===== src/rtl/conv_row_collector_pkg.sv =====
// Shared types and helpers for the convolution output row collector.
// Holds the FP16 pixel type, its field sizes, the output-size helper and
// the collector FSM state encoding.
package conv_row_collector_pkg;

   typedef logic [15:0] fp16_t;

   localparam int EXP_SIZE   = 5;
   localparam int MANT_SIZE  = 10;
   localparam int FP16_WIDTH = 1 + EXP_SIZE + MANT_SIZE;

   // A valid (unpadded) convolution shrinks each image edge by KERNEL-1.
   function automatic int out_size(input int img, input int ker);
      return img - ker + 1;
   endfunction

   typedef enum logic [1:0] {
      IDLE  = 2'd0,
      RUN   = 2'd1,
      DRAIN = 2'd2
   } collector_state_t;

endpackage


===== src/rtl/conv_row_collector_if.sv =====
// Handshake bundle between the convolution engine, the row collector and
// the downstream row consumer. The master drives pixels and consumes rows;
// the slave is the collector itself.
interface conv_row_collector_if #(
   parameter int DATA_WIDTH = 16,
   parameter int OUT_SIZE   = 14,
   parameter int IDX_W      = 4
);
   logic                  frame_start;
   logic                  pix_valid;
   logic [DATA_WIDTH-1:0] pix_data;
   logic                  pix_ready;
   logic                  row_valid;
   logic                  row_ready;
   logic [DATA_WIDTH-1:0] row_data [0:OUT_SIZE-1];
   logic [IDX_W-1:0]      row_index;
   logic                  frame_done;

   modport master (
      output frame_start, pix_valid, pix_data, row_ready,
      input  pix_ready, row_valid, row_data, row_index, frame_done
   );

   modport slave (
      input  frame_start, pix_valid, pix_data, row_ready,
      output pix_ready, row_valid, row_data, row_index, frame_done
   );
endinterface


===== src/rtl/conv_row_collector_bank.sv =====
// One row of OUT_SIZE pixel registers: column-addressed write port,
// synchronous clear, whole row readable in parallel.
module conv_row_bank #(
   parameter int DATA_WIDTH = 16,
   parameter int OUT_SIZE   = 14,
   parameter int IDX_W      = 4
) (
   input  logic                  clk,
   input  logic                  rst,
   input  logic                  i_clr,
   input  logic                  i_we,
   input  logic [IDX_W-1:0]      i_col,
   input  logic [DATA_WIDTH-1:0] i_data,
   output logic [DATA_WIDTH-1:0] o_row [0:OUT_SIZE-1]
);

   logic [DATA_WIDTH-1:0] r_row [0:OUT_SIZE-1];

   // Pixel storage: clear on reset or frame restart, else write one column.
   always_ff @(posedge clk) begin
      for (int i = 0; i < OUT_SIZE; i++) begin
         if (!rst || i_clr) begin
            r_row[i] <= '0;
         end else if (i_we && (i_col == IDX_W'(i))) begin
            r_row[i] <= i_data;
         end
      end
   end

   assign o_row = r_row;

endmodule


===== src/rtl/conv_row_collector.sv =====
// Collects serial FP16 convolution results into full output rows, double
// buffered in ping/pong banks, and presents each completed row as a parallel
// vector with a valid/ready handshake.
// Build option: CONV_ROW_RELU_EN -- when defined, negative-signed pixels
// (sign bit set, including -0.0 and negative NaN) are stored as zero.
//
// state | meaning
// IDLE  | waiting for frame_start, no pixels accepted
// RUN   | filling rows; pixels accepted while the write bank is free
// DRAIN | all rows written, waiting for the last row to be consumed
module conv_row_collector
   import conv_row_collector_pkg::*;
#(
   parameter int IMAGE_SIZE  = 16,
   parameter int KERNEL_SIZE = 3,
   parameter int DATA_WIDTH  = 16
) (
   input logic              clk,
   input logic              rst,
   conv_row_collector_if.slave bus
);

   localparam int OUT_SIZE = out_size(IMAGE_SIZE, KERNEL_SIZE);
   localparam int IDX_W    = (OUT_SIZE > 1) ? $clog2(OUT_SIZE) : 1;
   localparam logic [IDX_W-1:0] LAST_IDX = IDX_W'(OUT_SIZE - 1);

   collector_state_t r_state;
   collector_state_t w_state_nxt;

   logic             r_wr_sel;
   logic             r_rd_sel;
   logic [IDX_W-1:0] r_col;
   logic [IDX_W-1:0] r_wr_row;
   logic [IDX_W-1:0] r_rd_row;
   logic [1:0]       r_full;
   logic             r_frame_done;

   logic             w_pix_ready;
   logic             w_accept;
   logic             w_row_done;
   logic             w_row_hs;
   logic             w_last_row_hs;
   logic [DATA_WIDTH-1:0] w_store_data;

   logic [DATA_WIDTH-1:0] w_bank0 [0:OUT_SIZE-1];
   logic [DATA_WIDTH-1:0] w_bank1 [0:OUT_SIZE-1];

   // Pixels are only taken while running and the bank being filled is free.
   // frame_start wins over everything, so it masks both handshakes.
   assign w_pix_ready   = (r_state == RUN) && !r_full[r_wr_sel];
   assign w_accept      = bus.pix_valid && w_pix_ready && !bus.frame_start;
   assign w_row_done    = w_accept && (r_col == LAST_IDX);
   assign w_row_hs      = r_full[r_rd_sel] && bus.row_ready && !bus.frame_start;
   assign w_last_row_hs = w_row_hs && (r_rd_row == LAST_IDX) && (r_state == DRAIN);

`ifdef CONV_ROW_RELU_EN
   assign w_store_data = bus.pix_data[DATA_WIDTH-1] ? '0 : bus.pix_data;
`else
   assign w_store_data = bus.pix_data;
`endif

   // State register.
   always_ff @(posedge clk) begin
      if (!rst) begin
         r_state <= IDLE;
      end else begin
         r_state <= w_state_nxt;
      end
   end

   // Next-state decode; a restart request overrides the current phase.
   always_comb begin
      w_state_nxt = r_state;
      case (r_state)
         IDLE: begin
            if (bus.frame_start) w_state_nxt = RUN;
         end
         RUN: begin
            if (w_row_done && (r_wr_row == LAST_IDX)) w_state_nxt = DRAIN;
         end
         DRAIN: begin
            if (w_last_row_hs) w_state_nxt = IDLE;
         end
         default: w_state_nxt = IDLE;
      endcase
      if (bus.frame_start) w_state_nxt = RUN;
   end

   // Write/read pointers, bank-full flags and the end-of-frame pulse.
   always_ff @(posedge clk) begin
      if (!rst || bus.frame_start) begin
         r_wr_sel     <= 1'b0;
         r_rd_sel     <= 1'b0;
         r_col        <= '0;
         r_wr_row     <= '0;
         r_rd_row     <= '0;
         r_full       <= 2'b00;
         r_frame_done <= 1'b0;
      end else begin
         r_frame_done <= w_last_row_hs;
         if (w_accept) begin
            if (r_col == LAST_IDX) begin
               r_col    <= '0;
               r_wr_sel <= ~r_wr_sel;
               r_wr_row <= (r_wr_row == LAST_IDX) ? '0 : r_wr_row + 1'b1;
            end else begin
               r_col <= r_col + 1'b1;
            end
         end
         if (w_row_hs) begin
            r_rd_sel <= ~r_rd_sel;
            r_rd_row <= (r_rd_row == LAST_IDX) ? '0 : r_rd_row + 1'b1;
         end
         // A completing bank is never full and a draining bank always is,
         // so these two updates never touch the same flag.
         if (w_row_done) r_full[r_wr_sel] <= 1'b1;
         if (w_row_hs)   r_full[r_rd_sel] <= 1'b0;
      end
   end

   conv_row_bank #(
      .DATA_WIDTH (DATA_WIDTH),
      .OUT_SIZE   (OUT_SIZE),
      .IDX_W      (IDX_W)
   ) u_bank0 (
      .clk    (clk),
      .rst    (rst),
      .i_clr  (bus.frame_start),
      .i_we   (w_accept && !r_wr_sel),
      .i_col  (r_col),
      .i_data (w_store_data),
      .o_row  (w_bank0)
   );

   conv_row_bank #(
      .DATA_WIDTH (DATA_WIDTH),
      .OUT_SIZE   (OUT_SIZE),
      .IDX_W      (IDX_W)
   ) u_bank1 (
      .clk    (clk),
      .rst    (rst),
      .i_clr  (bus.frame_start),
      .i_we   (w_accept && r_wr_sel),
      .i_col  (r_col),
      .i_data (w_store_data),
      .o_row  (w_bank1)
   );

   // The read-side bank is shown whether or not it is full.
   always_comb begin
      for (int i = 0; i < OUT_SIZE; i++) begin
         bus.row_data[i] = r_rd_sel ? w_bank1[i] : w_bank0[i];
      end
   end

   assign bus.pix_ready  = w_pix_ready;
   assign bus.row_valid  = r_full[r_rd_sel];
   assign bus.row_index  = r_rd_row;
   assign bus.frame_done = r_frame_done;

endmodule

===== src/flat_wrapper.sv =====
// flat-port wrapper written by rule: the top's interface ports become plain ports
module conv_row_collector_flat import conv_row_collector_pkg::*;
#(
   parameter int IMAGE_SIZE  = 16,
   parameter int KERNEL_SIZE = 3,
   parameter int DATA_WIDTH  = 16
)
  (clk, rst, bus_frame_start, bus_pix_valid, bus_pix_data, bus_row_ready, bus_pix_ready, bus_row_valid, bus_row_data, bus_row_index, bus_frame_done);
  conv_row_collector_if #(.DATA_WIDTH(DATA_WIDTH)) bus_i ();
  input logic clk;
  input logic rst;
  input wire logic [$bits(bus_i.frame_start)-1:0] bus_frame_start;
  input wire logic [$bits(bus_i.pix_valid)-1:0] bus_pix_valid;
  input wire logic [$bits(bus_i.pix_data)-1:0] bus_pix_data;
  input wire logic [$bits(bus_i.row_ready)-1:0] bus_row_ready;
  output wire logic [$bits(bus_i.pix_ready)-1:0] bus_pix_ready;
  output wire logic [$bits(bus_i.row_valid)-1:0] bus_row_valid;
  output wire logic [$bits(bus_i.row_data)-1:0] bus_row_data;
  output wire logic [$bits(bus_i.row_index)-1:0] bus_row_index;
  output wire logic [$bits(bus_i.frame_done)-1:0] bus_frame_done;
  assign bus_i.frame_start = bus_frame_start;
  assign bus_i.pix_valid = bus_pix_valid;
  assign bus_i.pix_data = bus_pix_data;
  assign bus_i.row_ready = bus_row_ready;
  assign bus_pix_ready = bus_i.pix_ready;
  assign bus_row_valid = bus_i.row_valid;
  assign bus_row_data = {>>{bus_i.row_data}};
  assign bus_row_index = bus_i.row_index;
  assign bus_frame_done = bus_i.frame_done;
  conv_row_collector #(.IMAGE_SIZE(IMAGE_SIZE), .KERNEL_SIZE(KERNEL_SIZE), .DATA_WIDTH(DATA_WIDTH)) u_core (.clk(clk), .rst(rst), .bus(bus_i));
endmodule

===== config.mk =====
export PLATFORM = sky130hd
export DESIGN_NAME = conv_row_collector_flat
export DESIGN_NICKNAME = d
export VERILOG_FILES = /design/src/rtl/conv_row_collector_pkg.sv /design/src/rtl/conv_row_collector_if.sv /design/src/rtl/conv_row_collector_bank.sv /design/src/rtl/conv_row_collector.sv /design/src/flat_wrapper.sv
export SDC_FILE = /design/constraint.sdc
export NUM_CORES = 1
export LEC_CHECK = 0
export ABC_AREA = 0
export BUFFER_PORTS_ARGS = -buffer_cell sky130_fd_sc_hd__clkbuf_2
export CAP_MARGIN = 10
export CELL_PAD_IN_SITES_DETAIL_PLACEMENT = 1
export CELL_PAD_IN_SITES_GLOBAL_PLACEMENT = 1
export CORE_MARGIN = 3
export CORE_UTILIZATION = 30
export CTS_CLUSTER_DIAMETER = 200
export DETAILED_ROUTE_END_ITERATION = 7
export PLACE_DENSITY_LB_ADDON = 0.1
export SLEW_MARGIN = 40
export SYNTH_ARGS = -nofsm -noshare
export SYNTH_HDL_FRONTEND = slang
export SYNTH_HIERARCHICAL = 1
export SYNTH_SLANG_ARGS = --single-unit

===== constraint.sdc =====
create_clock -name clk -period 2.25 [get_ports clk]
set_input_delay 0.1125 -clock clk [delete_from_list [all_inputs] [get_ports clk]]
set_output_delay 0.1125 -clock clk [all_outputs]
set_load 0.01 [all_outputs]

==> reports/summary.txt <==
Run status = completed
Mapped Cells = 1901
Clock power share = 50.7%
Vias in the first global route = 15790
CP Capture Type = primary output
TritonCTS clock tree = built
Vias = 14970
PD cells = 735.1 nW/um2
Synth Area in Compound Gates = 1.030%
Syn avg cell area = 10.61 um2
Final worst slack = 62.99 ps
Pre-CTS setup slack = 78.59 ps
Final core occ = 36.93%
Yosys warns = 6
Worst hold path class = in2reg
Logic pwr share = 3.3%
GP Congestion = 0.7451
Die Y = 265.3 um
Element type at the critical path start = flip-flop
Die area = 70360 um2
Die X = 265.3 um
Net count after synthesis = 1922
# nets final = 2173
Detailed Route Iter0 Violations = 773
First-pass GRT wire length = 110900 um
Pint = 13.83 mW
Sum Neg Setup Slack = 0 ps
Antenna Nets Post-Route = 0
Post-synthesis simple-gate area fraction = 12.70%
Clock tree root driver cell = clkbuf_16
Layout cell share with drive strength beyond 1 = 31.51%
DRC Markers = 0
GRT Util Overall = 21.42%
Area of the multi-input gates = 9878 um2
Slew @ Worst Pin = 701.2 ps
DR WL/cell = 25.24 um
Largest net degree at the start of global routing = 99
Fin crit share = 97.20%
Worst-path clk slew = 60 ps
Distinct cells, synth = 50
Top-level I/O count = 252
Crit-path max FO = 32
HPWL Detailed = 48290 um
Layout area overhead = 21.27%
Post-synthesis sequential area ratio = 46.36%
Synth Area in Adders = 0%
Main flop type after synthesis = dfxtp_1
Cell area after synthesis = 20160 um2
Number of cell rows = 94
Core box area = 66220 um2
Clock Path Buffers = 3
Relative slew slack = 53.14%
WHS = 51.41 ps
VDD IR max = 0.5768 mV
WL final = 77160 um
Synth Area in XOR/XNOR = 0%
Yosys reg bits = 467
Ys async rst share = 0%
Fill cells = 7364
Clk Latency, worst-skew pair = 620 ps
Psw = 4.149 mW
Multiplexer share of the synthesized area = 35.02%
CTS buffer count = 55
H-tree lvl count = 2
Post-synth EDFFs = 0
# setup viols final = 0
CP Class = reg2out
Critical path required time = 2140 ps
Main combinational cell family by area after synthesis = multiplexers
Register area = 9353 um2
Clock Sinks = 467
Antenna violations before repair = 9
Starting Density = 30.45%
Number of I/O port buffers = 251
Vias/cell = 4.897
Max-cap viol count = 0
Gr ovfl total = 0
Max-slew violations = 0
Worst Clk Skew = 18.55 ps
Net Sw Frac = 23.08%
Arrival time at the worst endpoint = 2070 ps
Final hold viol count = 0
Flop pwr share = 46.0%
Max frequency = 457.2 MHz
PnR Total Power = 17.98 mW
Leak pwr = 12.35 nW
Antenna Cells = 0
Minimum clock period = 2187 ps
1st-pass router iterations = 5
==> synth_stat cells, types with 2 or more instances <==
master / number / share of area [%]
and2_4: 2 / 0.087
and3b_1: 4 / 0.17
a211o_1: 2 / 0.087
clkbuf_16: 2 / 0.25
nor4_1: 4 / 0.12
nand2_2: 10 / 0.31
dfxtp_1: 467 / 46
clkbuf_1: 81 / 1.5
o41ai_1: 3 / 0.13
mux2_2: 224 / 13
nand2_4: 6 / 0.34
a21oi_1: 9 / 0.22
buf_6: 19 / 1.1
nand4b_1: 2 / 0.087
o311ai_0: 3 / 0.13
buf_1: 6 / 0.11
nor2_1: 2 / 0.037
nor2b_1: 7 / 0.22
buf_12: 4 / 0.40
nand4_4: 4 / 0.42
nand4_1: 4 / 0.12
o31ai_1: 4 / 0.15
buf_4: 10 / 0.37
nand3_4: 6 / 0.52
mux2i_1: 452 / 22
nor2_4: 2 / 0.11
buf_2: 31 / 0.77
o21ai_0: 5 / 0.12
nand2b_1: 4 / 0.12
nand3b_1: 3 / 0.11
nand2_1: 490 / 9.1
inv_1: 5 / 0.093
and4b_1: 2 / 0.099
and2b_2: 2 / 0.087
o22ai_1: 3 / 0.093
nor3b_4: 2 / 0.19
bufbuf_16: 2 / 0.32
==> kinds of logic after synthesis <==
logic type,after synthesis
AND/OR/NAND/NOR,566
AO/OA/AOI/OAI,31
multiplexers,677
flip-flops,467
buffers and inverters,160
==> worst paths after layout <==
path	startpoint	end	slack, ps	cells after the start
worst max-delay path	u_core/r_rd_sel	bus_row_data[53]	60	4
worst min-delay path	bus_pix_data[0]	u_core/u_bank1/o_row[0]	50	4
worst max register to register	u_core/r_state[1]	u_core/u_bank1/o_row[215]	110	6
worst min register to register	u_core/u_bank1/o_row[169]	u_core/u_bank1/o_row[169]	450	2
==> sequential cells by signal (all words and copies together), names as in the netlist <==
register               cells
u_core/r_wr_sel            1
u_core/bus.frame_done      1
u_core/r_wr_row            4
u_core/r_rd_sel            1
u_core/u_bank0/o_row     224
u_core/r_state             2
u_core/r_full              2
u_core/bus.row_index       4
u_core/r_col               4
u_core/u_bank1/o_row     224
==> placed cells by master (no fill, tap or decap), types with 4 or more instances in the layout <==
cell / n
nand2_1: 490
dfxtp_1: 466
mux2i_1: 450
clkbuf_2: 251
mux2_2: 222
buf_4: 69
clkbuf_16: 58
buf_12: 20
clkbuf_1: 19
a21oi_1: 9
nand2_2: 9
clkbuf_8: 8
dlygate4sd3_1: 7
clkinv_2: 6
nand3_4: 6
nand2_4: 6
inv_1: 5
nor2b_1: 5
o21ai_0: 5
bufinv_16: 4
nand2b_1: 4
nor4_1: 4
nand4_1: 4
o31ai_1: 4
nand4_4: 4
==> routing by layer <==
metal	vias up	GRT usage (%)	routed length (um)
met2	283	37.45	38240
li1	6953	-	-
met3	67	2.710	2634
met4	0	4.053	1161
met1	7666	28.56	35120
met5	-	0	0
==> worst max-delay path, stage by stage, from the launching register on <==
cell and delay (ps):
dfxtp_4 480, buf_4 180, buf_16 210, mux2_2 420, clkbuf_2 150
==> what timing repair did <==
action | CTS | global route
setup buffers | 3 | 9
pin swaps | 0 | 8
gates cloned | 1 | 0
hold buffers | 7 | 0
resized for setup | 3 | 4
endpoints found under the setup margin | 70 | 84
endpoints found under the hold margin | 15 | 0
==> area by class of cell <==
| type | instances | share of cell area (%) |
|---|---|---|
| inverters | 5 | 0.07675 |
| clock inverters | 13 | 0.7573 |
| multi-input cells | 1274 | 40.40 |
| clock buffers | 85 | 6.677 |
| well taps | 864 | 4.421 |
| flip-flops and latches | 467 | 38.25 |
| repair buffers | 349 | 9.425 |
==> through the flow <==
stage	cells	cell area [um2]
final	3057	24450
after global routing	3057	24450
after CTS	3048	24270
after detailed placement	2939	22310
after global placement	2939	22310
after floorplan	1901	20170
==> power by group through the flow <==
stage	clock network (mW)	logic [mW]	registers, mW
floorplan	0	0.250	8.46
global placement	0	0.598	8.46
detailed placement	0	0.595	8.46
CTS	9.38	0.606	8.27
global route	9.69	0.622	8.27
finish	9.11	0.592	8.28
(Power assumes the default switching activity.)
